File: config.mk
export PLATFORM = sky130hd
export DESIGN_NAME = quadrature_step_decoder
export DESIGN_NICKNAME = d
export VERILOG_FILES = /design/src/rtl/quadrature_step_decoder.sv
export SDC_FILE = /design/constraint.sdc
export NUM_CORES = 1
export LEC_CHECK = 0
export ABC_AREA = 1
export BUFFER_PORTS_ARGS = -buffer_cell sky130_fd_sc_hd__buf_2
export CAP_MARGIN = 20
export CORE_UTILIZATION = 34
export CTS_BUF_LIST = sky130_fd_sc_hd__clkbuf_16
export CTS_CLUSTER_DIAMETER = 40
export DETAILED_ROUTE_END_ITERATION = 10
export PLACE_DENSITY = 0.58
export SLEW_MARGIN = 20
export SYNTH_ARGS = -nofsm -noshare
export SYNTH_HDL_FRONTEND = slang
export SYNTH_SLANG_ARGS = --single-unit
File: constraint.sdc
create_clock -name clk -period 2.8 [get_ports clk]
set_input_delay 0.56 -clock clk [delete_from_list [all_inputs] [get_ports clk]]
set_output_delay 0.56 -clock clk [all_outputs]
set_load 0.02 [all_outputs]
File: src/rtl/quadrature_step_decoder.sv
// Quadrature step decoder: synchronises the A/B pins, filters glitches and
// decodes Gray transitions into a one-cycle step pulse plus a direction level.
// Optional build macro: QDEC_ERR_CNT_EN adds a saturating illegal-transition
// counter on port err_cnt.
module quadrature_step_decoder #(
  parameter int unsigned FILT_LEN = 3,
  parameter int unsigned ERR_W    = 4
) (
  input  logic             clk,
  input  logic             rst,
  input  logic             a_in,
  input  logic             b_in,
  input  logic             en,
  output logic             step,
  output logic             dir,
  output logic             err,
  output logic [1:0]       ab_state
`ifdef QDEC_ERR_CNT_EN
  ,
  output logic [ERR_W-1:0] err_cnt
`endif
);

  localparam int unsigned      CNT_W    = 4;
  localparam logic [CNT_W-1:0] FILT_MAX = CNT_W'(FILT_LEN);

  // Reject parameter values the filter counter cannot represent
  if (FILT_LEN < 1 || FILT_LEN > 15) begin : g_bad_filt
    $error("FILT_LEN must be in 1..15");
  end
  if (ERR_W < 1) begin : g_bad_err_w
    $error("ERR_W must be at least 1");
  end

  logic             a_s1, a_s2, b_s1, b_s2;
  logic [1:0]       sync_pair;
  logic [1:0]       pair_q;
  logic [CNT_W-1:0] cnt_q, cnt_nxt;
  logic             qual;

  logic             primed_q, primed_nxt;
  logic [1:0]       ab_q, ab_nxt;
  logic             dir_q, dir_nxt;
  logic             err_q, err_nxt;
  logic             step_q, step_nxt;
  logic             illegal;

  // Two-flop synchroniser per pin
  always_ff @(posedge clk) begin
    if (rst) begin
      a_s1 <= 1'b0;
      a_s2 <= 1'b0;
      b_s1 <= 1'b0;
      b_s2 <= 1'b0;
    end else begin
      a_s1 <= a_in;
      a_s2 <= a_s1;
      b_s1 <= b_in;
      b_s2 <= b_s1;
    end
  end

  assign sync_pair = {a_s2, b_s2};

  // Stability count: grows while the pair is unchanged, reloads to 1 on change
  always_comb begin
    cnt_nxt = CNT_W'(1);
    if (sync_pair == pair_q) begin
      cnt_nxt = (cnt_q >= FILT_MAX) ? FILT_MAX : cnt_q + CNT_W'(1);
    end
  end

  assign qual = (cnt_nxt == FILT_MAX);

  // Filter history and count registers
  always_ff @(posedge clk) begin
    if (rst) begin
      pair_q <= 2'b00;
      cnt_q  <= '0;
    end else begin
      pair_q <= sync_pair;
      cnt_q  <= cnt_nxt;
    end
  end

  // Priming and Gray transition decode on the qualifying edge
  always_comb begin
    primed_nxt = primed_q;
    ab_nxt     = ab_q;
    dir_nxt    = dir_q;
    step_nxt   = 1'b0;
    illegal    = 1'b0;
    if (qual) begin
      if (!primed_q) begin
        primed_nxt = 1'b1;
        ab_nxt     = sync_pair;
      end else if (sync_pair != ab_q) begin
        ab_nxt = sync_pair;
        case ({ab_q, sync_pair})
          4'b00_01, 4'b01_11, 4'b11_10, 4'b10_00: begin
            dir_nxt  = 1'b1;
            step_nxt = en;
          end
          4'b00_10, 4'b10_11, 4'b11_01, 4'b01_00: begin
            dir_nxt  = 1'b0;
            step_nxt = en;
          end
          default: illegal = 1'b1;
        endcase
      end
    end
    err_nxt = err_q | illegal;
  end

  // Decoder state register; reset wins over any update on the same edge
  always_ff @(posedge clk) begin
    if (rst) begin
      primed_q <= 1'b0;
      ab_q     <= 2'b00;
      dir_q    <= 1'b1;
      err_q    <= 1'b0;
      step_q   <= 1'b0;
    end else begin
      primed_q <= primed_nxt;
      ab_q     <= ab_nxt;
      dir_q    <= dir_nxt;
      err_q    <= err_nxt;
      step_q   <= step_nxt;
    end
  end

  assign step     = step_q;
  assign dir      = dir_q;
  assign err      = err_q;
  assign ab_state = ab_q;

`ifdef QDEC_ERR_CNT_EN
  localparam logic [ERR_W-1:0] ERR_MAX = {ERR_W{1'b1}};

  logic [ERR_W-1:0] err_cnt_q;

  // Saturating count of illegal transitions, independent of en
  always_ff @(posedge clk) begin
    if (rst) begin
      err_cnt_q <= '0;
    end else if (illegal && (err_cnt_q != ERR_MAX)) begin
      err_cnt_q <= err_cnt_q + ERR_W'(1);
    end
  end

  assign err_cnt = err_cnt_q;
`endif

endmodule

---- After elaboration in Yosys (flattened, before gate mapping) ----
Index checks and enable logic that the tools add are counted.
storage, ports and cells
  output and inout port bits .............. 5
  word-level logic and storage cells ...... 46
  bits in registers ....................... 16
cells by class
  equality and inequality tests ........... 12
  reductions and logical operators ........ 7
  add/sub/neg operators ................... 1
  muxes and demuxes ....................... 9
  order comparisons ....................... 1
  bitwise logic cells ..................... 5
operator list
  cell                                                                     number
  4-bit == test, second input constant                                     4
  4-bit by 2-bit == test with 1-bit output, second input constant          2
  4-bit by 3-bit == test with 1-bit output, second input constant          2
  4-bit 2-to-1 mux                                                         2
  4-bit OR reduction                                                       2
  8-bit OR reduction                                                       1
  5-bit OR reduction                                                       1
  4-bit by 1-bit adder with 4-bit output, second input constant            1
  4-bit by 1-bit == test with 1-bit output, second input constant          1
  4-bit by 2-bit >= comparator with 1-bit output, second input constant    1
  1-bit 2-to-1 mux                                                         4
  2-bit 2-to-1 mux                                                         2
  1-bit inverter                                                           4
  4-bit AND reduction                                                      1
  2-bit == test                                                            1
  2-bit by 1-bit inequality test with 1-bit output, second input constant  1
  2-bit inequality test                                                    1
  1-bit one-hot mux with 2 select lines                                    1
  2-bit AND reduction                                                      1
  2-bit nonzero test                                                       1
  1-bit bitwise OR                                                         1

---- Logic depth before layout (Yosys ltp) ----
Gate-level depths: netlist of the first run.
  depth in word-level cells ............... 7
  gate-level depth with buffers ........... 9
  mapped depth without buffers ............ 9

---- Worst setup path before layout of the first run ----
OpenSTA, ideal clock, no wires.
  path type ............................... reg-to-reg
  from .................................... reg cnt_q[0]
  to ...................................... reg dir_q (netlist: dir)
  data required time ...................... 2680 ps
  arrival time ............................ 1122 ps
  stages on the path, launching flop included .. 9
  setup time .............................. 120 ps
  clock period less this slack ............ 1243 ps
  path slack .............................. 1557 ps
  cell sequence ........................... dfxtp_1 > ha_1 > inv_1 > nand3_1 > nand3_1 > nor2_1 > nand2_1 > nand2_1 > nand3_1
between the ends
  longest elaborated chain between the ends .. 5
  elaborated cells between the ends (all ways) .. 6
ends and longest elaborated chain
  what                                                                                                      line  text
  start, declared                                                                                           38    logic [CNT_W-1:0] cnt_q, cnt_nxt;
  start signal, assigned                                                                                    82    cnt_q <= cnt_nxt;
  4-bit by 1-bit adder with 4-bit output or 4-bit by 2-bit >= comparator with 1-bit output (tied branches)  69    cnt_nxt = (cnt_q >= FILT_MAX) ? FILT_MAX : cnt_q + CNT_W'(1);
  4-bit 2-to-1 mux (*)                                                                                      69
  4-bit 2-to-1 mux (*)                                                                                      68    if (sync_pair == pair_q) begin
  4-bit by 2-bit == test with 1-bit output (*)                                                              73    assign qual = (cnt_nxt == FILT_MAX);
  4-bit AND reduction (no line) (*)                                                                         --
  end signal, assigned                                                                                      126   dir_q <= dir_nxt;
  end, declared                                                                                             43    logic dir_q, dir_nxt;
Mark *: on every way between the ends. The rest lies on a longest branch, timed or not.
A chain may end at the register's enable or synchronous reset.

---- Final worst setup path of the first run ----
  from .................................... reg ab_q[1] (netlist: ab_state[1])
  to ...................................... out ab_state[1]
RTL lines
  what                    line  text
  start, declared         42    logic [1:0] ab_q, ab_nxt;
  start signal, assigned  125   ab_q <= ab_nxt;
  end, declared           17    output logic [1:0] ab_state
No word-level cell between the ends.

==> results of run 1 <==
[registers in the layout, indices dropped and copies added, names as in the netlist]
register / flops
a_s1: 1
primed_q: 1
a_s2: 1
pair_q: 2
cnt_q: 4
step: 1
dir: 1
err: 1
b_s1: 1
ab_state: 2
b_s2: 1
[cells by family (layout without fill, tap and decap cells)]
group                      after synthesis  count (layout)  share of synthesized area [%]
adders and majority gates                1               1                           1.76
buffers and inverters                   17              28                           8.99
other                                    1               2                          0.529
and+or+nand+nor                         63              63                           41.4
DFF                                     16              16                           45.2
AOI/OAI and AO/OA                        3               3                           2.12
[synth_stat cells (all sizes together)]
library cell and n:
a21oi 3, clkbuf 1, conb 1, dfxtp 16
ha 1, inv 16, nand2 31, nand3 7
nand4 3, nor2 21, nor3 1
[worst reg2reg max path, stage by stage (launching register included)]
cell                      delay [ps]
sky130_fd_sc_hd__dfxtp_1         310
sky130_fd_sc_hd__ha_1            290
sky130_fd_sc_hd__inv_1            40
sky130_fd_sc_hd__nand3_1         110
sky130_fd_sc_hd__nand3_1         100
sky130_fd_sc_hd__nor2_1          170
sky130_fd_sc_hd__nand2_1         100
sky130_fd_sc_hd__nand2_1          60
sky130_fd_sc_hd__nand3_1          50
[power by group through the flow]
stage	clock network (mW)	registers (mW)	logic, mW
after global placement	0	0.259	0.0927
after detailed placement	0	0.260	0.0936
final	0.266	0.255	0.0931
after floorplan	0	0.266	0.0655
after CTS	0.274	0.255	0.0944
after global routing	0.285	0.258	0.107
[area by class of cell]
type / count / area [µm²] / share of cell area, %
repair buffers: 9 / 45.0 / 5.22
multi-input cells: 69 / 329 / 38.1
flip-flops and latches: 16 / 320 / 37.1
inverters: 16 / 60.1 / 6.96
clock buffers: 3 / 75.1 / 8.70
well taps: 27 / 33.8 / 3.91
[layer usage]
metal  global-route usage, %  share of wire [%]  vias up
li1                        -                  -      326
met5                       0                  0        -
met2                    17.8                 44        8
met4                    3.33               0.58        0
met1                    14.7                 51      237
met3                    6.79                4.3        2
[worst max-delay path by stage]
| stage | slack, ps | end |
|---|---|---|
| floorplan | 1560 | dir$_SDFFE_PP1P_ |
| global placement | 1510 | dir$_SDFFE_PP1P_ |
| detailed placement | 1460 | dir$_SDFFE_PP1P_ |
| CTS | 1410 | ab_state[0] |
| global route | 1260 | dir$_SDFFE_PP1P_ |
| finish | 1430 | ab_state[1] |
[per-stage QoR]
stage          util [%]  setup slack, ps  area [µm²]
3_3_place_gp       40.2             1510         788
4_1_cts            44.0             1410         863
5_1_grt            44.0             1260         863
2_1_floorplan         -             1560         713
6_report           44.0             1430         863
3_5_place_dp       40.2             1460         788
==> results, run 1 <==
- Internal power comes to 0.464 mW.
- The proportion of power drawn by flip-flops and latches is a little over two fifths.
- The distinct cell type count of the synthesized netlist is 16.
- The routed design could run at a clock period as short as ~1400 ps.
- The global routing usage summed across all routing layers is a little under an eighth.
- For this design the ratio of total power to cell area is 711 nW/µm².
- Once layout is complete, the cells apart from fillers number 140.
- The synthesized instance count is between 100 and 150.
- Leaving out fill and tap cells, the most frequent cell in the layout is sky130_fd_sc_hd__nand2_1.
- The required time of the worst setup path is between 2000 and 2500 ps.
- Counting both buffers and inverters, the worst setup path holds a total of 1.
- The instance count on the critical path is 1.
- The TritonCTS clock tree is yes.
- The floorplan step set the die width to 47.7 µm.
- The clock network is responsible for roughly 43% of the overall power.
- The H-tree level count is 1.
- The initial utilization of the core area, before any placement, comes to a little over a third.
- The area added between synthesis and finish is 21.7%.
- The biggest area consumer among synthesized cells is sky130_fd_sc_hd__dfxtp_1.
- The weighted congestion at the end of routability-driven global placement is ~0.8.
- In this run the core area contains 16 standard-cell rows.
- The switching power is ~0.15 mW.
- Once detailed placement completed, the half-perimeter wirelength came to 960 µm.
- Synthesis inferred 16 register bits.
- The number of clock buffers added by TritonCTS is 3.
- The final number of hold-violating endpoints is 0.
- The clock net in this run drives a total of 16 sinks.
- The path with the worst hold slack has its endpoint at b_s2$_SDFF_PP0_.
- The path class of the lowest-slack min-delay path is flip-flop to flip-flop.
- For this run, the slowest stage of the critical path takes 380 ps.
- Of all nets on the critical path, the largest fanout is 5.
- The data arrival time of the critical path is 810 ps.
- The cell at the slowest stage of the critical path is sky130_fd_sc_hd__dfxtp_1.
- In the routed design, unresolved DRC markers number 0.
- Once detail routing completed, the nets flagged for antenna violations numbered 0.
- Broken down by cell family, the worst path's largest delay share belongs to flip-flops.
- Setup violations remaining at the end of the flow were counted as 0.
- Combinational logic burns about 15% of the power.
- Summing internal, switching and leakage power gives 0.614 mW.
- The worst setup skew after layout is around 1.6 ps.
- The fill cell total of the finished layout is 222.
- The final number of max-transition violations is 0.
- For this design the static power due to leakage is 0.444 nW.
- The number of global-route vias before repair is between 400 and 500.
- Derived from the worst setup path, the maximum achievable clock frequency is 729 MHz.
- The sequential-to-total area share from yosys stat is 45.1%.
- The number of antenna diodes in the final layout is 0.
- The number of gates given a new drive strength after cts is 0.
- The worst hold path was traced through 2 stages.
- The clock-pin transition on the worst setup and hold timing paths is approximately 40 ps.
- Including well taps, the total number of placed cells is around 140.
- Sorting the synthesized cells by area gives the leading types as sky130_fd_sc_hd__dfxtp_1 (45%), sky130_fd_sc_hd__nand2_1 (12%), sky130_fd_sc_hd__nor2_1 (10%), sky130_fd_sc_hd__inv_1 (7.4%), sky130_fd_sc_hd__nand2_2 (7.1%).
- The post-CTS repair timing setup buffer count is 0.
- The number of max-capacitance violations reported is 0.
- The number of iterations in the first detailed-routing pass is 3.
- The kind of start point of the critical path is a flip-flop.
- The count of pins on the block boundary is 10.
- On the final layout, the worst hold slack is ~400 ps.
- The slack of the worst reg-to-reg path is 1460 ps.
- The worst reg2reg path endpoint is dir$_SDFFE_PP1P_.
- The first global-routing pass estimated 1780 µm of wire.
- The average cell area after synthesis is roughly 7 µm².
- The peak ir drop on the vdd network is approximately 0.00057 V.
- The proportion of total power due to net switching is about a quarter.
- The startpoint of the tightest hold check path is b_s1$_SDFF_PP0_.
- The library cells used most frequently in the layout, excluding fill and tap cells, are sky130_fd_sc_hd__nand2_1 (23), sky130_fd_sc_hd__nor2_1 (19), sky130_fd_sc_hd__dfxtp_1 (16), sky130_fd_sc_hd__inv_1 (14), sky130_fd_sc_hd__buf_2 (9).
- The core outline area is around 2000 µm².
- Counting cells, the worst reg-to-reg path comes to 8.
- The pin count of the biggest net entering global routing is 12.
- The type of element capturing the critical path is an output port.
- Setup repair after global routing left no endpoint under its margin.
- The via-per-instance ratio is 4.09.
- Detailed routing inserted a total of around 570 vias.
- After the first detailed-routing iteration, the DRC count stood at 13.
- The run finished with clean final reports.
- After synthesis, the largest area contributor takes up a little under half of total cell area.
- The origin of the critical flop-to-flop path is cnt_q[0]$_SDFF_PP0_.
- The post-synthesis cell area is just over 700 µm².
- The total number of nets in the final design is ~120.
- The final layout contains routed wiring with a total length of 1210 µm.
- The critical path goes through buf_2.
- The critical path starts at ab_state[1]$_SDFFE_PP0P_.
- The fraction of the cycle the final worst path needs is about half.
- The initial antenna violation count is 0.
- The number of buffers inserted by port buffering is 9.
- In the final layout, the share of cells above drive strength 1 is between 20% and 30%.
- The sum of negative setup slack is 0 ps.
- The number of warning messages in the yosys log is 0.
- In the final routed layout, each cell accounts on average for ~8.6 µm.
- The die area is between 2000 and 2500 µm².
- Buffers inserted to repair hold after CTS numbered 0.
- The global-route congestion overflow total is 0.
- The tree is rooted in a sky130_fd_sc_hd__clkbuf_16.
- Clock latency on the worst-skew pair, taken at its later pin, is 240 ps.
- The die outline height is between 40 and 50 µm.
- In this run the deepest clock path goes through 2 buffers.
- The critical setup path kind is flip-flop to output port.
No activity file was read; power rests on OpenSTA's default activity.
==> inputs of run 2 (changes only) <==
==> constraint.sdc (replaced) <==
create_clock -name clk -period 1.3 [get_ports clk]
set_input_delay 0.26 -clock clk [delete_from_list [all_inputs] [get_ports clk]]
set_output_delay 0.26 -clock clk [all_outputs]
set_load 0.02 [all_outputs]
==> results, run 2 (same netlist as run 1, synthesis figures left out) <==
- The weighted congestion at the end of routability-driven global placement came to 0.783 (was 0.792).
- The number of iterations in the first detailed-routing pass came to 4 (was 3).
- The die outline height is 47.7 µm (unchanged).
- The pin count of the biggest net entering global routing is 12 (unchanged).
- The most common cell after layout, fill and taps aside is sky130_fd_sc_hd__nand2_1 (unchanged).
- The number of instances on the worst hold path is 3 (was 2).
- The placed wire-length estimate is 956 µm (was 960 µm).
- The path class of the lowest-slack min-delay path is input pin to flip-flop (was flip-flop to flip-flop).
- The via count is 623 (was 573).
- Of the available clock period, the critical path in the final layout requires 94.1%.
- The beginning of the critical path is cnt_q[0]$_SDFF_PP0_ (was ab_state[1]$_SDFFE_PP0P_).
- The cell at the slowest stage of the critical path is sky130_fd_sc_hd__dfxtp_2 (was sky130_fd_sc_hd__dfxtp_1).
- The initial standard-cell utilization of the core was 36.2% (unchanged).
- The worst setup slack after placement is -35.2 ps (was 1460 ps).
- The H-tree level count is 1 (unchanged).
- The master cell of the clock root buffer is sky130_fd_sc_hd__clkbuf_16 (unchanged).
- The register name with the most flops is cnt_q (unchanged).
- The flip-flop count of the largest register after layout is 4 (unchanged).
- The global routing usage summed across all routing layers was 12.8% (was 12.0%).
- The type of element capturing the critical path was a flip-flop (was output port).
- The via-per-instance ratio came to 4.33 (was 4.09).
- The top cell family by delay on the critical path is simple AND/OR/NAND/NOR gates (was flip-flops).
- The number of inserted diodes is 0 (unchanged).
- The global-route congestion overflow total was 0 (unchanged).
- The clock-pin transition on the worst setup and hold timing paths is 50 ps (was 40 ps).
- The hold-critical path endpoint is b_s1$_SDFF_PP0_ (was b_s2$_SDFF_PP0_).
- The sum of buffers and inverters on the critical path came to 2 (was 1).
- The origin of the critical flop-to-flop path is cnt_q[0]$_SDFF_PP0_ (unchanged).
- The post-route antenna net violation count is 0 (unchanged).
- The number of global-route vias before repair is 482 (was 451).
- The top fanout value on the critical path is 2 (was 5).
- Outcome: finished, final reports clean (unchanged).
- The peak ir drop on the vdd network is 0.00101 V (was 0.000568 V).
- The number of DRC violations after detailed-routing iteration 0 is 16 (was 13).
- The stage delay of the slowest cell on the critical path came to 330 ps (was 380 ps).
- The area added between synthesis and finish was 38.3% (was 21.7%).
- The worst setup slack after layout is 76.5 ps (was 1430 ps).
- The startpoint of the tightest hold check path is b_in (was b_s1$_SDFF_PP0_).
- The TritonCTS clock tree is yes (unchanged).
- The kind of start point of the critical path is a flip-flop (unchanged).
- The total number of nets in the final design is 125 (was 121).
- The core outline area is 1960 µm² (unchanged).
- The critical setup path kind is flip-flop to flip-flop (was flip-flop to output port).
- The number of max-capacitance violations reported is 0 (unchanged).
- Sequence of cells on the critical path: ha_4 -> inv_2 -> nand3_4 -> buf_6 -> nand3_4 -> nor2_4 -> nor2_1 -> nor2_1 (was buf_2).
- The total setup violations reported at the end of the flow is 0 (unchanged).
- The power per cell area is 1420 nW/µm² (was 711 nW/µm²).
- The count of hold buffers inserted by post-cts repair is 0 (unchanged).
- The maximum root-to-sink buffer count was 2 (unchanged).
- The average wire length per cell after detail routing is 9.63 µm (was 8.64 µm).
- The first-pass GRT wire length was 1970 µm (was 1780 µm).
- The number of placement rows is 16 (unchanged).
- The fraction of final layout cells sized beyond drive strength 1 is 39.3% (was 23.0%).
- The count of pins on the block boundary was 10 (unchanged).
- The DRC violation count after routing came to 0 (unchanged).
- The number of clock buffers inserted by TritonCTS is 3 (unchanged).
- The number of clock sinks is 16 (unchanged).
- The cell depth of the worst flop-to-flop path came to 8 (unchanged).
- The routed wire length came to 1390 µm (was 1210 µm).
- The sum of negative setup slack came to 0 ps (unchanged).
- The clock latency on the worst-skew pair was 240 ps (about the same).
- The worst reg2reg path endpoint was ab_state[0]$_SDFFE_PP0P_ (was dir$_SDFFE_PP1P_).
- The worst setup skew after layout is 1.80 ps (was 1.62 ps).
- The die area came to 2270 µm² (unchanged).
- Based on the critical path, the design can be clocked at up to roughly 820 MHz.
- The die span in x is 47.7 µm (unchanged).
- The slack of the worst reg-to-reg path was 80 ps (was 1460 ps).
- The final number of hold-violating endpoints is 0 (unchanged).
- The required time of the worst setup path is 1470 ps (was 2240 ps).
- The final number of max-transition violations came to 0 (unchanged).
- The initial antenna violation count is 0 (unchanged).
- The number of buffers inserted by port buffering is 9 (unchanged).
- Commonest cells after routing, fill and taps aside: sky130_fd_sc_hd__nand2_1 (22), sky130_fd_sc_hd__nor2_1 (16), sky130_fd_sc_hd__inv_1 (11), sky130_fd_sc_hd__dfxtp_1 (11) (was sky130_fd_sc_hd__nand2_1 (23), sky130_fd_sc_hd__nor2_1 (19), sky130_fd_sc_hd__dfxtp_1 (16), sky130_fd_sc_hd__inv_1 (14), sky130_fd_sc_hd__buf_2 (9)).
- The data arrival time of the critical path is 1400 ps (was 810 ps).
- The reported leakage power is 0.473 nW (was 0.444 nW).
- The clock period could shrink to between 1000 and 1500 ps.
run 2: changes by cell type in the layout (fill, tap and decap cells not counted), sizes merged:
cell / delta
buf: +4
run 2: layer usage:
layer | share of wire [%] | routed length (µm) | vias up | global-route usage [%]
met5 | 0 | 0 | - | 0
met4 | 0.51 | 7 | 0 | 5.00
met3 | 4.3 | 59 | 2 | 5.66
met2 | 50 | 687 | 12 | 18.6
met1 | 46 | 632 | 271 | 16.6
li1 | - | - | 338 | -
run 2: report_power, final:
part / switching, mW / internal (mW) / leakage [nW] / total, mW
combinational: 0.161 / 0.104 / 0.303 / 0.264
clock: 0.170 / 0.402 / 0.0370 / 0.571
sequential: 0.0272 / 0.529 / 0.134 / 0.556
run 2: cell type report:
type,instances,area [µm²]
fillers,212,981
multi-input cells,69,407
flip-flops and latches,16,327
repair buffers,13,78.8
clock buffers,3,75.1
inverters,16,60.1
well taps,27,33.8
run 2: worst max path at each step:
stage                     slack (ps)                  endpoint  cells after the start
after floorplan                   60          dir$_SDFFE_PP1P_                      8
final                             80  ab_state[0]$_SDFFE_PP0P_                      8
after global placement            40          dir$_SDFFE_PP1P_                      8
after detailed placement         -40          dir$_SDFFE_PP1P_                      8
after CTS                          2          dir$_SDFFE_PP1P_                      8
after global routing              -1          dir$_SDFFE_PP1P_                      8
run 2: tightest hold or removal path, stage by stage:
cell and delay [ps]:
sky130_fd_sc_hd__buf_2 70, sky130_fd_sc_hd__inv_1 30, sky130_fd_sc_hd__nor2_1 60
run 2: repair_timing:
action	CTS	global route
gates resized for setup	3	20
setup buffers	0	2
pin swaps	1	6
setup endpoints to repair	1	5
run 2: stage by stage:
stage	area (µm²)	instances	util (%)	hold slack, ps	power, mW
3_5_place_dp	803	139	40.9	395	0.767
4_1_cts	891	142	45.4	219	1.35
2_1_floorplan	713	102	-	367	0.713
5_1_grt	981	144	50.0	218	1.47
6_report	981	144	50.0	219	1.39
3_3_place_gp	803	139	40.9	389	0.762
